## src/rtl/cache_mem_arbiter_pkg.sv

```systemverilog
// Shared cache package for the cache-to-memory arbiter.
// Contents:
//   LINE_WORDS_DEF - default number of 32-bit words in one refill or writeback line
//   arb_state_t    - bus FSM states (one bus transaction in flight at a time)
//   arb_gnt_t      - which requester won arbitration this cycle
package cache_mem_arbiter_pkg;

  localparam int LINE_WORDS_DEF = 4;

  typedef enum logic [2:0] {
    ST_IDLE,
    ST_RD_ADDR,
    ST_RD_DATA,
    ST_WR_ADDR,
    ST_WR_RESP
  } arb_state_t;

  typedef enum logic [1:0] {
    GNT_NONE,
    GNT_IC,
    GNT_DC,
    GNT_WR
  } arb_gnt_t;

endpackage

```

## src/rtl/cache_mem_arbiter_pick.sv

```systemverilog
// mem_arb_pick: chooses one requester when the arbiter is free to grant.
// The DCache writeback always wins. Between the two refill reads the choice
// depends on the build:
//   MEM_ARB_RR_EN undefined : DCache read has fixed priority over ICache read.
//   MEM_ARB_RR_EN defined   : a 1-bit pointer alternates between the two reads.
//                             It toggles after every granted read, and it
//                             favours the ICache after reset.
// Ports:
//   clk, reset    - clock and async active-high reset (round-robin build only)
//   i_en          - arbiter is idle and allowed to grant this cycle
//   i_ic_rd_req   - ICache refill request
//   i_dc_rd_req   - DCache refill request
//   i_dc_wr_req   - DCache writeback request
//   o_gnt         - winner (GNT_NONE when nothing is granted)
module mem_arb_pick
  import cache_mem_arbiter_pkg::*;
(
`ifdef MEM_ARB_RR_EN
  input  logic     clk,
  input  logic     reset,
`endif
  input  logic     i_en,
  input  logic     i_ic_rd_req,
  input  logic     i_dc_rd_req,
  input  logic     i_dc_wr_req,
  output arb_gnt_t o_gnt
);

`ifdef MEM_ARB_RR_EN
  // r_ptr = 0 favours the ICache, r_ptr = 1 favours the DCache.
  logic r_ptr;

  always_comb begin
    o_gnt = GNT_NONE;
    if (i_en) begin
      if (i_dc_wr_req)                    o_gnt = GNT_WR;
      else if (i_ic_rd_req && i_dc_rd_req) o_gnt = r_ptr ? GNT_DC : GNT_IC;
      else if (i_dc_rd_req)               o_gnt = GNT_DC;
      else if (i_ic_rd_req)               o_gnt = GNT_IC;
    end
  end

  always_ff @(posedge clk or posedge reset) begin
    if (reset) begin
      r_ptr <= 1'b0;
    end else if (o_gnt == GNT_IC || o_gnt == GNT_DC) begin
      r_ptr <= ~r_ptr;
    end
  end
`else
  always_comb begin
    o_gnt = GNT_NONE;
    if (i_en) begin
      if (i_dc_wr_req)      o_gnt = GNT_WR;
      else if (i_dc_rd_req) o_gnt = GNT_DC;
      else if (i_ic_rd_req) o_gnt = GNT_IC;
    end
  end
`endif

endmodule

```

## src/rtl/cache_mem_arbiter.sv

```systemverilog
// cache_mem_arbiter: shares one memory-side bus between the ICache refill
// port, the DCache refill port and the DCache writeback port. Only one bus
// transaction is outstanding at any time.
// Optional feature: define MEM_ARB_RR_EN for round-robin between ICache and
// DCache reads. Without it, DCache reads have fixed priority. Writeback is
// always highest priority.
// Ports:
//   clk, reset                     - clock, async active-high reset
//   ic_rd_req/addr/rdy             - ICache refill request handshake
//   ic_ret_valid                   - refill beat is for the ICache
//   dc_rd_req/addr/rdy             - DCache refill request handshake
//   dc_ret_valid                   - refill beat is for the DCache
//   ret_last, ret_data             - shared refill beat info (last beat, data)
//   dc_wr_req/addr/data/rdy        - DCache writeback request handshake
//   bus_rd_req/addr/rdy            - memory read burst request handshake
//   bus_ret_valid, bus_ret_data    - memory read beat return
//   bus_wr_req/addr/data/rdy       - memory write burst request handshake
//   bus_wr_done                    - memory write burst completed
module cache_mem_arbiter
  import cache_mem_arbiter_pkg::*;
#(
  parameter int LINE_WORDS = LINE_WORDS_DEF
) (
  input  logic                    clk,
  input  logic                    reset,
  input  logic                    ic_rd_req,
  input  logic [31:0]             ic_rd_addr,
  output logic                    ic_rd_rdy,
  output logic                    ic_ret_valid,
  input  logic                    dc_rd_req,
  input  logic [31:0]             dc_rd_addr,
  output logic                    dc_rd_rdy,
  output logic                    dc_ret_valid,
  output logic                    ret_last,
  output logic [31:0]             ret_data,
  input  logic                    dc_wr_req,
  input  logic [31:0]             dc_wr_addr,
  input  logic [32*LINE_WORDS-1:0] dc_wr_data,
  output logic                    dc_wr_rdy,
  output logic                    bus_rd_req,
  output logic [31:0]             bus_rd_addr,
  input  logic                    bus_rd_rdy,
  input  logic                    bus_ret_valid,
  input  logic [31:0]             bus_ret_data,
  output logic                    bus_wr_req,
  output logic [31:0]             bus_wr_addr,
  output logic [32*LINE_WORDS-1:0] bus_wr_data,
  input  logic                    bus_wr_rdy,
  input  logic                    bus_wr_done
);

  localparam int CNT_W = (LINE_WORDS > 1) ? $clog2(LINE_WORDS) : 1;

  arb_state_t              r_state;
  arb_state_t              w_next;
  logic [CNT_W-1:0]        r_beat;
  logic [31:0]             r_addr;
  logic [32*LINE_WORDS-1:0] r_wdata;
  logic                    r_is_dc;
  // High for the first IDLE cycle after a transaction, so two transactions
  // are always separated by at least one IDLE cycle with no grant.
  logic                    r_cool;
  logic                    w_pick_en;
  logic                    w_last_beat;
  arb_gnt_t                w_gnt;

  // The grant is gated by reset so the *_rdy outputs stay 0 while reset is high.
  assign w_pick_en   = (r_state == ST_IDLE) && !r_cool && !reset;
  assign w_last_beat = bus_ret_valid && (r_beat == CNT_W'(LINE_WORDS - 1));

  mem_arb_pick u_pick (
`ifdef MEM_ARB_RR_EN
    .clk         (clk),
    .reset       (reset),
`endif
    .i_en        (w_pick_en),
    .i_ic_rd_req (ic_rd_req),
    .i_dc_rd_req (dc_rd_req),
    .i_dc_wr_req (dc_wr_req),
    .o_gnt       (w_gnt)
  );

  always_comb begin
    w_next       = r_state;
    ic_rd_rdy    = 1'b0;
    dc_rd_rdy    = 1'b0;
    dc_wr_rdy    = 1'b0;
    ic_ret_valid = 1'b0;
    dc_ret_valid = 1'b0;
    ret_last     = 1'b0;
    ret_data     = '0;
    bus_rd_req   = 1'b0;
    bus_rd_addr  = '0;
    bus_wr_req   = 1'b0;
    bus_wr_addr  = '0;
    bus_wr_data  = '0;
    case (r_state)
      ST_IDLE: begin
        case (w_gnt)
          GNT_WR:  begin dc_wr_rdy = 1'b1; w_next = ST_WR_ADDR; end
          GNT_DC:  begin dc_rd_rdy = 1'b1; w_next = ST_RD_ADDR; end
          GNT_IC:  begin ic_rd_rdy = 1'b1; w_next = ST_RD_ADDR; end
          default: ;
        endcase
      end
      ST_RD_ADDR: begin
        bus_rd_req  = 1'b1;
        bus_rd_addr = r_addr;
        if (bus_rd_rdy) w_next = ST_RD_DATA;
      end
      ST_RD_DATA: begin
        ret_data     = bus_ret_data;
        ic_ret_valid = bus_ret_valid && !r_is_dc;
        dc_ret_valid = bus_ret_valid && r_is_dc;
        ret_last     = w_last_beat;
        if (w_last_beat) w_next = ST_IDLE;
      end
      ST_WR_ADDR: begin
        bus_wr_req  = 1'b1;
        bus_wr_addr = r_addr;
        bus_wr_data = r_wdata;
        if (bus_wr_rdy) w_next = ST_WR_RESP;
      end
      ST_WR_RESP: begin
        if (bus_wr_done) w_next = ST_IDLE;
      end
      default: w_next = ST_IDLE;
    endcase
  end

  always_ff @(posedge clk or posedge reset) begin
    if (reset) begin
      r_state <= ST_IDLE;
      r_beat  <= '0;
      r_addr  <= '0;
      r_wdata <= '0;
      r_is_dc <= 1'b0;
      r_cool  <= 1'b0;
    end else begin
      r_state <= w_next;
      r_cool  <= (r_state != ST_IDLE) && (w_next == ST_IDLE);
      case (w_gnt)
        GNT_WR: begin
          r_addr  <= dc_wr_addr;
          r_wdata <= dc_wr_data;
          r_is_dc <= 1'b1;
        end
        GNT_DC: begin
          r_addr  <= dc_rd_addr;
          r_is_dc <= 1'b1;
        end
        GNT_IC: begin
          r_addr  <= ic_rd_addr;
          r_is_dc <= 1'b0;
        end
        default: ;
      endcase
      if (r_state == ST_RD_DATA && bus_ret_valid) begin
        r_beat <= w_last_beat ? '0 : r_beat + 1'b1;
      end
    end
  end

endmodule

```

## config.mk

```make
export PLATFORM = sky130hd
export DESIGN_NAME = cache_mem_arbiter
export DESIGN_NICKNAME = d
export VERILOG_FILES = /design/src/rtl/cache_mem_arbiter_pkg.sv /design/src/rtl/cache_mem_arbiter_pick.sv /design/src/rtl/cache_mem_arbiter.sv
export SDC_FILE = /design/constraint.sdc
export NUM_CORES = 1
export LEC_CHECK = 0
export ABC_AREA = 1
export CAP_MARGIN = 10
export CORE_AREA = 2 2 193 195
export CTS_BUF_LIST = sky130_fd_sc_hd__clkbuf_16
export DETAILED_ROUTE_END_ITERATION = 10
export DIE_AREA = 0 0 195 197
export PLACE_DENSITY_LB_ADDON = 0.08
export SLEW_MARGIN = 10
export SYNTH_ARGS = -nofsm -noshare
export SYNTH_HDL_FRONTEND = slang
export SYNTH_HIERARCHICAL = 1
export SYNTH_SLANG_ARGS = --single-unit
```

## constraint.sdc

```tcl
create_clock -name clk -period 6.8 [get_ports clk]
set_input_delay 1.7 -clock clk [delete_from_list [all_inputs] [get_ports clk]]
set_output_delay 1.7 -clock clk [all_outputs]
set_load 0.02 [all_outputs]
```

[After elaboration in Yosys (flattened, before gate mapping)]
Index checks and enable logic that the tools add are counted.
Cells by class
  reduce and logical (&&, ||, !) cells: 17
  multiplexer cells: 28
  equal/unequal tests: 8
  add/sub/neg operators: 1
Operators with widths (count)
  128-bit two-way mux: 1
  32-bit two-way mux: 3
  32-bit one-hot mux with 3 select lines: 1
  3-bit one-hot mux with 5 select lines: 1
  1-bit two-way mux: 12
  3-bit two-way mux: 4
  2-bit two-way mux: 4
  1-bit logical AND: 7
  2-bit equality test (second input constant): 3
  3-bit by 2-bit equality test with 1-bit output (second input constant): 2
  3-bit logical NOT: 2
  3-bit one-hot mux with 2 select lines: 1
  3-bit nonzero test: 2
  2-bit OR reduction: 2
  3-bit by 1-bit equality test with 1-bit output (second input constant): 1
  3-bit equality test (second input constant): 1
  1-bit logical NOT: 3
  2-bit by 1-bit adder with 2-bit output (second input constant): 1
  2-bit by 1-bit equality test with 1-bit output (second input constant): 1
  1-bit one-hot mux with 2 select lines: 1
  2-bit nonzero test: 1
Storage, ports and cells
  word-level logic and storage cells: 60
  bits of input ports: 265
  output and inout port bits: 232
  register bits: 167

[Longest topological paths before layout]
Gate-level depths: netlist of run 1.
  depth after elaboration: 10
  mapped depth: 16
  mapped depth without buffers: 14

[Cells and area by module]
Netlist of run 1, hierarchy kept.
Modules (own cells, without submodules)
  cache_mem_arbiter: instances 1, seq. area each 4179.0 um^2, area each 8450.6 um^2, cells an instance 1141
  mem_arb_pick: instances 1, seq. area each 0.0 um^2, area each 31.3 um^2, cells an instance 6

[Worst setup path after synthesis of run 1]
OpenSTA, ideal clock, no wires.
  path type: input port to output port
  from: in reset
  to: out dc_rd_rdy
  cell stages on the path: 8
  setup slack: 2.174 ns
  data arrival time: 2.926 ns
  required time: 5.100 ns
  cells stage by stage: nor3_1 inv_1 a21oi_1 ha_1 buf_2 buf_2 inv_1 nor2_1
Between the ends
  cells in the longest elaborated chain, start to end: 6
RTL lines
  from (decl): line cache_mem_arbiter.sv:25  | input logic reset,
  1-bit logical NOT (no source line)
  1-bit logical AND: line cache_mem_arbiter.sv:68  | assign w_pick_en = (r_state == ST_IDLE) && !r_cool && !reset;
  2-bit two-way mux: line cache_mem_arbiter_pick.sv:53  | if (i_en) begin
  named net w_gnt[1]: line cache_mem_arbiter.sv:65  | arb_gnt_t w_gnt;
  2-bit equality test: line cache_mem_arbiter.sv:99  | case (w_gnt)
  1-bit two-way mux: line cache_mem_arbiter.sv:99
  1-bit two-way mux: line cache_mem_arbiter.sv:97  | case (r_state)
  to (decl): line cache_mem_arbiter.sv:32  | output logic dc_rd_rdy,
The timed path passes the listed nets, and every way through them passes these cells.

[Worst setup path after layout of run 1]
  from: in reset
  to: out dc_wr_rdy
Between the ends
  cells in the longest elaborated chain, start to end: 6
RTL lines
  1-bit logical NOT (no source line)
  1-bit logical AND: line cache_mem_arbiter.sv:68
  named net w_pick_en: line cache_mem_arbiter.sv:63  | logic w_pick_en;
  2-bit two-way mux: line cache_mem_arbiter_pick.sv:53
  named net w_gnt[1]: line cache_mem_arbiter.sv:65
  2-bit equality test: line cache_mem_arbiter.sv:99
  1-bit two-way mux: line cache_mem_arbiter.sv:99
  1-bit two-way mux: line cache_mem_arbiter.sv:97
  to (decl): line cache_mem_arbiter.sv:39  | output logic dc_wr_rdy,
The timed path passes the listed nets, and every way through them passes these cells.

==> summary.md, run 1 <==
| Metric | Value |
|---|---|
| Worst Path Arrival | just under 4 ns |
| Clock Skew | between 0.006 and 0.007 ns |
| Layout area overhead | 67.7% |
| Crit path kind | input port to primary output |
| HP Class | register to register |
| Final std cells w/o fill | about 2100 |
| Sequential area share after synthesis | 0.493 |
| CTS buffer count | 17 |
| Clock slew seen by the registers of the worst setup and hold paths | 0.06 ns |
| Die area | between 30000 and 40000 sq um |
| Number of cells after detailed placement | between 2000 and 2500 |
| Commonest cells in the netlist | 238 x nor2_1, 212 x inv_1, 208 x nand2_1 |
| Top FF cell, synth | dfrtp_1 |
| Largest net degree at the start of global routing | 257 |
| Fmax | approximately 0.18 GHz |
| Post-layout nets | roughly 1900 |
| Global-route wire length before repair | approximately 52000 microns |
| Count of different cell masters after synthesis | 23 |
| CTS Sinks | 167 |
| Max rail drop VDD | around 0.00026 V |
| I/O Buffers | 496 |
| Clock root buffer | clkbuf_16 |
| DR vias | between 8000 and 9000 |
| Least-Margin Pin Slew | 1.23 ns |
| YS warnings | 6 |
| Core Area | 36300 sq um |
| Max Fanout on Critical Path | 3 |
| # resized after CTS | 0 |
| Status | finished clean |
| Initial drt markers | between 300 and 400 |
| CTS tree | yes |
| Power Density | between 300 and 400 nW/um^2 |
| 1st-pass router iterations | 4 |
| Area of the mapped netlist | 8480 sq um |
| Async SR Flop Fraction | 1.00 |
| Clock latency on the worst-skew pair | ~0.44 ns |
| Vias per cell | around 4.2 |
| Hold-fix buffers, CTS | 0 |
| Total track usage | 0.178 |
| Startpoint types | input port |
| EDFF count, synth | 0 |
| Setup violators final | 0 |
| Die Y | about 200 microns |
| Slew margin rel. | 0.182 |
| Leakage | around 0.0063 uW |
| Layout cells sized above 1 | 0.0268 |
| Die Span X | 195 microns |
| Post-Route WL | around 35000 microns |
| Post-Syn Nets | 1417 |
| Cells on worst reg2reg path | 10 |
| Synth top area share | 0.493 |
| Post-CTS Setup Bufs | 0 |
| I/O pins | 497 |
| Worst hold path startpoint | r_beat[1]$_DFFE_PP0P_ |
| Clock Path Buffers | 2 |
| DR DRC count | 0 |
| Mean Syn Cell Area | 7.39 sq um |
| Detail Route Antenna Nets | 0 |
| Final hold slack | 0.498 ns |
| Final setup margin | approximately 1.2 ns |
| Setup_tns | 0 ns |
| RSZ-0062 raised after global routing | false |
| Top area cells in the synthesized netlist | dfrtp_1 49%, nor2_1 11%, inv_1 9.4%, o21ai_0 9.2%, nand2_1 9.2% |
| R2r endpoint | r_addr[27]$_DFFE_PP0P_ |
| Crit share post-route | 0.826 |
| Grt ovf | 0 |
| Max-Cap Viols | 0 |
| Hold worst-path end | r_beat[1]$_DFFE_PP0P_ |
| Placement row count | 70 |
| Initial antenna violation count | 3 |
| Final Wtd Congestion | 0.805 |
| Max Slew Vio Count | 0 |
| Final Hold Fails | 0 |
| Cells after Synth | around 1100 |
| Most frequent cell after synthesis | nor2_1 |
| Routed WL per cell | 16.7 microns |
| Required @ worst endpoint | between 5 and 6 ns |
| Yosys top cell by area | dfrtp_1 |
| Post-DP HPWL | approximately 26000 microns |
| Fin crit period | roughly 5.6 ns |
| Final Core Density | 0.392 |
| Dpl ws | around 1.2 ns |
| Vias in the first global route | roughly 8600 |
| Synthesis-stage register bit count | about 170 |
| Initial core utilization | 0.234 |
| Reg2reg setup slack | between 3 and 4 ns |
| Critical path endpoint category | primary output |
| H-tree levels | 4 |
| Worst Hold Path Cells | 2 |
| R2r startpoint | r_state[0]$_DFF_PP0_ |
report_power, final:
part	total [uW]	leakage [uW]	internal [uW]	switching, uW
logic	2420	0.00410	953	1460
clock network	950	0.000278	529	422
registers	1600	0.00189	1470	129
total	4970	0.00627	2950	2020
critical path, stage by stage:
cell and delay (ns):
clkdlybuf4s50_1 0.51, nor3_1 0.21, inv_1 0.08, a21oi_1 0.33
ha_4 0.22, inv_1 0.06, nor2_1 0.11, clkdlybuf4s50_1 0.69
per-layer routing:
layer / share of wire / up-vias / global-route usage
li1: - / 4342 / -
met1: 0.40 / 3937 / 0.202
met2: 0.49 / 322 / 0.312
met3: 0.090 / 35 / 0.0702
met4: 0.017 / 4 / 0.0483
met5: 0.00078 / - / 0
placed cells by master, fill, tap and decap left out, types with 5 or more instances in the layout:
cell type,n
o21ai_1,6
o211ai_1,32
nand2_1,208
o21ai_0,156
clkbuf_16,17
dfrtp_1,167
inv_1,214
nor2_1,238
buf_4,5
clkdlybuf4s50_1,496
nand3_1,39
flip-flops by register name, summed over array words and instances, names as in the netlist:
name / flops
r_is_dc: 1
r_wdata: 128
r_beat: 2
r_cool: 1
r_state: 3
r_addr: 32
logic make-up (layout without fill, tap and decap cells):
group	after synthesis	count (layout)	synth area share
buf+inv	288	748	0.149
flops	167	167	0.493
other cells	0	1	0
compound gates	196	196	0.126
simple gates	491	491	0.225
fa+ha+maj	5	5	0.00738
per-stage QoR:
step / cell area (sq um) / total power [uW]
floorplan: 8480 / 3010
global placement: 13700 / 4050
detailed placement: 13700 / 4080
CTS: 14200 / 5050
global route: 14200 / 5370
finish: 14200 / 4970
worst max path at each step:
stage / from / end / slack (ns) / cells past startpoint
2_1_floorplan: reset / r_addr[0]$_DFFE_PP0P_ / 0.58 / 1
3_3_place_gp: reset / dc_wr_rdy / 1.20 / 8
3_5_place_dp: reset / dc_wr_rdy / 1.17 / 8
4_1_cts: reset / dc_wr_rdy / 1.17 / 8
5_1_grt: reset / dc_wr_rdy / 1.04 / 8
6_report: reset / dc_wr_rdy / 1.18 / 8
layout make-up:
type / count / area (sq um)
inverter: 214 / 808
clock inverter: 14 / 121
sequential: 167 / 4180
clock buffer: 17 / 425
fill: 3827 / 22000
tap: 468 / 586
multi-input combinational: 692 / 3060
antenna: 1 / 2.50
timing repair buffer: 503 / 5040
Note: power is estimated with default switching activity, not from simulation.
==> run 2, diff against run 1 <==
clock period = 5.2 ns   (was 6.8 ns; I/O delays follow)
==> summary.md, run 2 (synthesis results as in run 1) <==
| Metric | Value |
|---|---|
| Final std cells w/o fill | 2082 (+0.29%) |
| Clock root buffer | clkbuf_16 |
| Worst hold path startpoint | r_beat[1]$_DFFE_PP0P_ |
| Commonest non-fill, non-tap cells in the layout | 496 x clkdlybuf4s50_1, 238 x nor2_1, 210 x inv_1, 208 x nand2_1, 167 x dfrtp_1 |
| Dpl ws | 0.563 ns (-0.605 ns) |
| Routed WL per cell | 16.3 microns (-2.4%) |
| Setup_tns | 0 ns (unchanged) |
| Layout area overhead | 69.0% |
| Die Y | 197 microns (unchanged) |
| Post-Route WL | 33900 microns (-2.1%) |
| Hold worst-path end | r_beat[1]$_DFFE_PP0P_ |
| Crit path kind | input port to primary output |
| HP Class | register to register |
| Required @ worst endpoint | 3.90 ns (-1.20 ns) |
| Worst Hold Path Cells | 2 (unchanged) |
| CTS tree | yes |
| Clock Path Buffers | 2 (unchanged) |
| H-tree levels | 4 (unchanged) |
| Critical path endpoint category | primary output |
| Post-CTS Setup Bufs | 0 (unchanged) |
| Clock slew seen by the registers of the worst setup and hold paths | 0.07 ns (about the same) |
| Initial drt markers | 428 (+28%) |
| Die area | 38400 sq um (unchanged) |
| Total power | 6630 uW (+33%) |
| CTS buffer count | 17 (unchanged) |
| Power Density | 462 nW/um^2 (+32%) |
| Clock Skew | 0.0104 ns (+0.00367 ns) |
| Layout cells sized above 1 | 0.0335 (+0.00674) |
| Commonest non-fill, non-tap cell in the layout | clkdlybuf4s50_1 |
| Post-layout nets | 1869 (+0.21%) |
| Startpoint types | input port |
| Global-route wire length before repair | 51800 microns (-0.13%) |
| Final instance area | 14300 sq um (+0.79%) |
| Max Slew Vio Count | 0 (unchanged) |
| CTS Sinks | 167 (unchanged) |
| Grt ovf | 0 (unchanged) |
| Max Fanout on Critical Path | 3 (unchanged) |
| I/O Buffers | 496 (unchanged) |
| Vias per cell | 4.13 (-0.65%) |
| I/O pins | 497 (unchanged) |
| Area after DPL | 13700 sq um (+0.30%) |
| Status | finished clean |
| Max-Cap Viols | 0 (unchanged) |
| Top reg by flops | r_wdata |
| Largest regs | r_wdata (128), r_addr (32), r_state (3) |
| Die Span X | 195 microns (unchanged) |
| Setup violators final | 0 (unchanged) |
| Detail Route Antenna Nets | 0 (unchanged) |
| Hold-fix buffers, CTS | 0 (unchanged) |
| Placement row count | 70 (unchanged) |
| Total track usage | 0.176 (-0.00257) |
| Crit share post-route | 0.892 |
| Worst Path Arrival | 3.34 ns (-0.58 ns) |
| RSZ-0062 raised after global routing | false |
| Core Area | 36300 sq um (unchanged) |
| Cells on worst reg2reg path | 11 (+1) |
| Final Hold Fails | 0 (unchanged) |
| Final Wtd Congestion | 0.825 (+2.5%) |
| Reg2reg setup slack | 1.96 ns (-1.46 ns) |
| Least-Margin Pin Slew | 1.10 ns (-0.131 ns) |
| Fillers | 3860 (+0.86%) |
| Vias in the first global route | 8785 (+2.0%) |
| # resized after CTS | 0 (unchanged) |
| Largest net degree at the start of global routing | 257 (unchanged) |
| Initial core utilization | 0.234 (unchanged) |
| Number of cells after detailed placement | 2048 (+0.20%) |
| R2r startpoint | r_state[0]$_DFF_PP0_ |
| Leakage | 0.00631 uW (+0.58%) |
| 1st-pass router iterations | 4 (unchanged) |
| Post-DP HPWL | 25000 microns (-2.5%) |
| DR vias | 8609 (-0.36%) |
| Final setup margin | 0.561 ns (-0.620 ns) |
| Slew margin rel. | 0.269 (+0.0876) |
| DR DRC count | 0 (unchanged) |
| R2r endpoint | r_addr[27]$_DFFE_PP0P_ |
| Clock latency on the worst-skew pair | 0.43 ns (about the same) |
| Initial antenna violation count | 1 (-2) |
| Max rail drop VDD | 0.000317 V (+22%) |
| Fin crit period | around 4.6 ns |
| Fmax | approximately 0.22 GHz |
| Largest register FFs | 128 (unchanged) |
-- run 2: cell count changes in the layout (fill, tap and decap cells not counted), sizes merged --
| cell | delta |
|---|---|
| diode | +1 |
| buf | +4 |
| inv | +1 |
| clkinvlp | +2 |
| clkinv | -3 |
| bufinv | +1 |
-- run 2: per-stage QoR --
step                utilization  hold WS [ns]
global placement          0.378         0.473
detailed placement        0.378         0.473
floorplan                     -         0.453
global route              0.395         0.533
finish                    0.395         0.493
CTS                       0.395         0.493
-- run 2: report_power, final --
part	switching, uW	internal (uW)
registers	172	1920
clock network	593	768
logic	1910	1260
-- run 2: per-layer routing --
layer	up-vias	share of wire	GRT usage
li1	4358	-	-
met1	3912	0.40	0.200
met2	321	0.50	0.314
met3	18	0.091	0.0642
met4	0	0.0094	0.0382
met5	-	0	0
-- run 2: worst max-delay path by stage --
stage / from / endpoint / slack, ns / cells past startpoint
after floorplan: reset / dc_rd_rdy / 1.37 / 8
after global placement: reset / dc_rd_rdy / 0.52 / 8
after detailed placement: reset / dc_rd_rdy / 0.56 / 8
after CTS: reset / dc_rd_rdy / 0.54 / 8
after global routing: reset / ic_rd_rdy / 0.38 / 9
final: reset / dc_rd_rdy / 0.56 / 8
-- run 2: cell type report --
class,instances,area (sq um),area share
sequential,167,4180,0.292
multi-input combinational,692,3060,0.213
clock buffer,17,425,0.0297
inverter,214,807,0.0563
tap,468,586,0.0408
antenna,2,5.00,0.000349
timing repair buffer,507,5080,0.355
clock inverter,15,190,0.0133
-- run 2: critical path, cell delays in order --
cell and delay, ns:
clkdlybuf4s50_1 0.47, nor3_1 0.19, inv_1 0.09, a21oi_1 0.31, ha_1 0.23, inv_1 0.04, nor2_1 0.09, clkdlybuf4s50_1 0.61
==> variant 1 (config.mk and constraints of run 2) <==
Re-encode `arb_state_t` (5 states) as Gray code, 3 bits wide.
--- a/src/rtl/cache_mem_arbiter_pkg.sv
+++ b/src/rtl/cache_mem_arbiter_pkg.sv
@@ -8,11 +8,11 @@
   localparam int LINE_WORDS_DEF = 4;
 
   typedef enum logic [2:0] {
-    ST_IDLE,
-    ST_RD_ADDR,
-    ST_RD_DATA,
-    ST_WR_ADDR,
-    ST_WR_RESP
+    ST_IDLE    = 3'b000,
+    ST_RD_ADDR = 3'b001,
+    ST_RD_DATA = 3'b011,
+    ST_WR_ADDR = 3'b010,
+    ST_WR_RESP = 3'b110
   } arb_state_t;
 
   typedef enum logic [1:0] {
Check against the original RTL: same outputs for any inputs over 4 cycles, from zero or initial values and one cycle with reset high; so few cycles prove little.
==> variant 1 against run 2 <==
Worst hold slack is essentially flat; sequential cell count is the same; cell count grew 0.29%; synthesized cell count grew 0.52%; routed wire length grew 0.26%; synthesized area grew 10%; power grew 32%; cell area grew 5.1%; setup slack lost 0.66 ps; non-clock buffer count grew 1; largest cell class unchanged; highest routed layer unchanged.
==> variant 1: results (changes against run 2) <==
p_clk_share_pct: 13.6  # -7.0 points
grt_pass1_vias: 8729  # -0.64%
place_congestion: 0.773  # -6.3%
power.leakage_uw: 0.00638  # +1.1%
cts_buffers: 17  # unchanged
final_nets: 1878  # +0.48%
yosys-top-cells-area: "dfrtp_1, nor2_4, o21ai_0"
drtAntennaViolNets: 0  # unchanged
synthArstFlopShare_pct: 100  # unchanged
dpl.hpwl_um: 25300  # +1.3%
vdd_drop_max_mv: 0.428  # +35%
outcome: "complete, no violations"
num_vias: 8682  # +0.85%
slew_headroom_pct: 21.4  # -5.6 points
routedWlPerCell_um: 16.3  # about the same
clock_skew_ps: 8.72  # -1.67 ps
cp_slowest_stage_delay_ps: 630  # +20 ps
grt_usage_pct: 17.6  # +0.035 points
first_iter_violations: 454  # +6.1%
cts_resized: 0  # unchanged
power_switching_uw: 3940  # +47%
synth_common_cells: "nand2_1, inv_1, dfrtp_1"
grt_pass1_wl_um: 51700  # about the same
n_fill_cell: 3731  # -3.3%
dr.pass1.iters: 4  # unchanged
ys_types: 22  # -4.3%
r2r_slack_ps: 2300  # +340 ps
drive_above_1_share_pct: 9.21  # +5.9 points
post-cts-setup-buffers: 0  # unchanged
grt_antenna_before_repair: 2  # +1
portBuffers: 496  # unchanged
seq_area_frac_synth_pct: 44.7  # -4.5 points
seqPwrFrac_pct: 24.0  # -7.6 points
synthesis.nets: 1424  # +0.49%
crit_family: "buffers and inverters"
crit_arrival_ps: 3340  # about the same
critPathMaxFanout: 3  # unchanged
## variant 1: final cells by class
type	count	area, µm²	area share [%]
well taps	468	586	3.89
diodes	2	5.00	0.0332
inverters	214	815	5.40
clock inverters	13	93.8	0.623
repair buffers	508	5130	34.0
multi-input cells	699	3840	25.5
clock buffers	17	425	2.82
flip-flops and latches	167	4180	27.7
## variant 1: logic make-up (layout without fill, tap and decap cells)
group	Yosys count	in the layout	synth area share, %
DFF	167	167	44.7
and+or+nand+nor	495	495	28.6
buffers and inverters	287	752	14.3
AOI/OAI and AO/OA	198	198	11.5
adders and majority gates	6	6	0.804
other	0	2	0
## variant 1: worst reg2reg max path: stages (launching register included)
cell	delay, ps
dfrtp_1	460
inv_1	150
nand2_1	170
nor3_1	170
inv_1	80
a21oi_1	310
inv_1	150
ha_2	630
buf_12	280
nand3_1	150
o211ai_1	90
o21ai_0	110
## variant 1: worst paths after layout
kind,startpoint,to,depth (start not counted)
max,reset,dc_rd_rdy,8
min,r_beat[1],r_beat[1],2
max reg2reg,r_state[1],r_addr[19],11
min reg2reg,r_beat[1],r_beat[1],2
max in group asynchronous,reset,r_wdata[5],3
min in group asynchronous,reset,r_addr[24],2
## variant 1: metal layers
metal / up-vias / part of all wire (%) / GRT usage [%]
met5: - / 0 / 0
met4: 0 / 1.7 / 5.29
met3: 28 / 7.2 / 5.30
met2: 308 / 48 / 29.3
met1: 3965 / 43 / 21.9
li1: 4381 / - / -
## variant 1: through the flow
step	hold WS (ps)	area [µm²]	setup WS (ps)	power [µW]	cells
detailed placement	485	14500	565	7660	2056
floorplan	453	9340	1260	5480	1153
finish	493	15100	561	8720	2088
global placement	474	14500	547	7640	2056
CTS	502	15100	552	8880	2086
global route	540	15100	417	9350	2088
==> variant 2 (flow settings as in run 2) <==
Without the edit above. `LINE_WORDS_DEF`: 4 -> 2.
--- a/src/rtl/cache_mem_arbiter_pkg.sv
+++ b/src/rtl/cache_mem_arbiter_pkg.sv
@@ -5,7 +5,7 @@
 //   arb_gnt_t      - which requester won arbitration this cycle
 package cache_mem_arbiter_pkg;
 
-  localparam int LINE_WORDS_DEF = 4;
+  localparam int LINE_WORDS_DEF = 2;
 
   typedef enum logic [2:0] {
     ST_IDLE,
Interface: changed (resized bus_wr_data and dc_wr_data); port bits go from 497 to 369. No check against the original RTL was run, so the function may have changed too.
==> variant 2 against run 2 <==
Cell area down 28%; setup slack got worse by 170 ps; synthesized area decreased by 30%; fmax decreased by 3.6%; combinational power decreased by 32%; sequential cell count fell by 65; power fell by 37%; routed wire length down 27%; critical path type unchanged; highest routed layer unchanged.
==> variant 2: results (changes against run 2) <==
n_fill_cell: 4007  # +3.8%
critPathMaxFanout: 7  # +4
routed_wl_um: 24700  # -27%
seqPwrFrac_pct: 30.9  # -0.7 points
outcome: "complete, no violations"
pg_comb_uw: 2170  # -32%
first_iter_violations: 171  # -60%
grt_usage_pct: 12.7  # -4.9 points
worst_pin_slew_ps: 1110  # +18.1 ps
dpl.hpwl_um: 18300  # -27%
grtUsageMet1_pct: 15.1  # -5.0 points
synth_common_cells: "inv_1, nand2_1, nor2_1"
synth_cells: 793  # -31%
via_per_inst: 3.78  # -8.6%
ys_types: 22  # -4.3%
final_nets: 1336  # -29%
htreeDepth: 3  # -1
placedCellCount: 1588  # -22%
synthesis.nets: 998  # -30%
power.leakage_uw: 0.00422  # -33%
grt_antenna_before_repair: 2  # +1
grt_use_met3_pct: 3.41  # -3.0 points
crit_arrival_ps: 3510  # +170 ps
internal_power_uw: 2390  # -39%
grt_pass1_wl_um: 37000  # -28%
cts_buffers: 9  # -8
route.met2.wl_um: 12500  # -26%
portBuffers: 368  # -26%
vdd_drop_max_mv: 0.180  # -43%
routedWlPerCell_um: 15.4  # -5.4%
insertion_delay_ps: 360  # -70 ps
variant 2: cell types whose count changed in the layout (fill, tap and decap cells not counted), moves of 41 or more:
cell,delta
clkdlybuf4s50_1,-128
inv_1,-67
dfrtp_1,-65
nor2_4,+41
nor2_1,-105
o21ai_0,-59
nand2_1,-69
variant 2: path summary, 6_finish.rpt:
path                       slack [ps]           to  cells past startpoint  startpoint
min                               480       r_beat                      1      r_beat
max in group asynchronous        2950  r_wdata[49]                      3       reset
min reg2reg                       480       r_beat                      1      r_beat
max                               390    dc_wr_rdy                      8       reset
max reg2reg                      2100   r_addr[15]                     11  r_state[0]
min in group asynchronous        1480       r_beat                      2       reset
variant 2: cell families after synthesis:
logic type / count (synthesis) / synth area share [%]
AND/OR/NAND/NOR: 355 / 28.7
buffers and inverters: 200 / 14.8
AO/OA/AOI/OAI: 131 / 12.5
flip-flops: 102 / 43.1
adder cells (fa/ha/maj): 4 / 0.844
XOR/XNOR: 1 / 0.148
variant 2: final cells by class:
class	instances	area [µm²]	share of cell area (%)
Timing Repair Buffer	379	3790	36.8
Sequential cell	102	2550	24.8
Multi-Input combinational cell	491	2510	24.4
Tap cell	468	586	5.68
Inverter	148	563	5.46
Clock buffer	9	225	2.19
Clock inverter	7	72.6	0.704
Antenna cell	1	2.50	0.0243
variant 2: per-stage QoR:
step | power, µW | utilization, % | worst slack, ps | hold WS [ps]
5_1_grt | 4560 | 28.4 | 240 | 501
6_report | 4190 | 28.4 | 390 | 480
4_1_cts | 4300 | 28.4 | 309 | 484
2_1_floorplan | 2670 | - | 1220 | 446
3_5_place_dp | 3540 | 27.6 | 329 | 469
3_3_place_gp | 3530 | 27.6 | 362 | 464
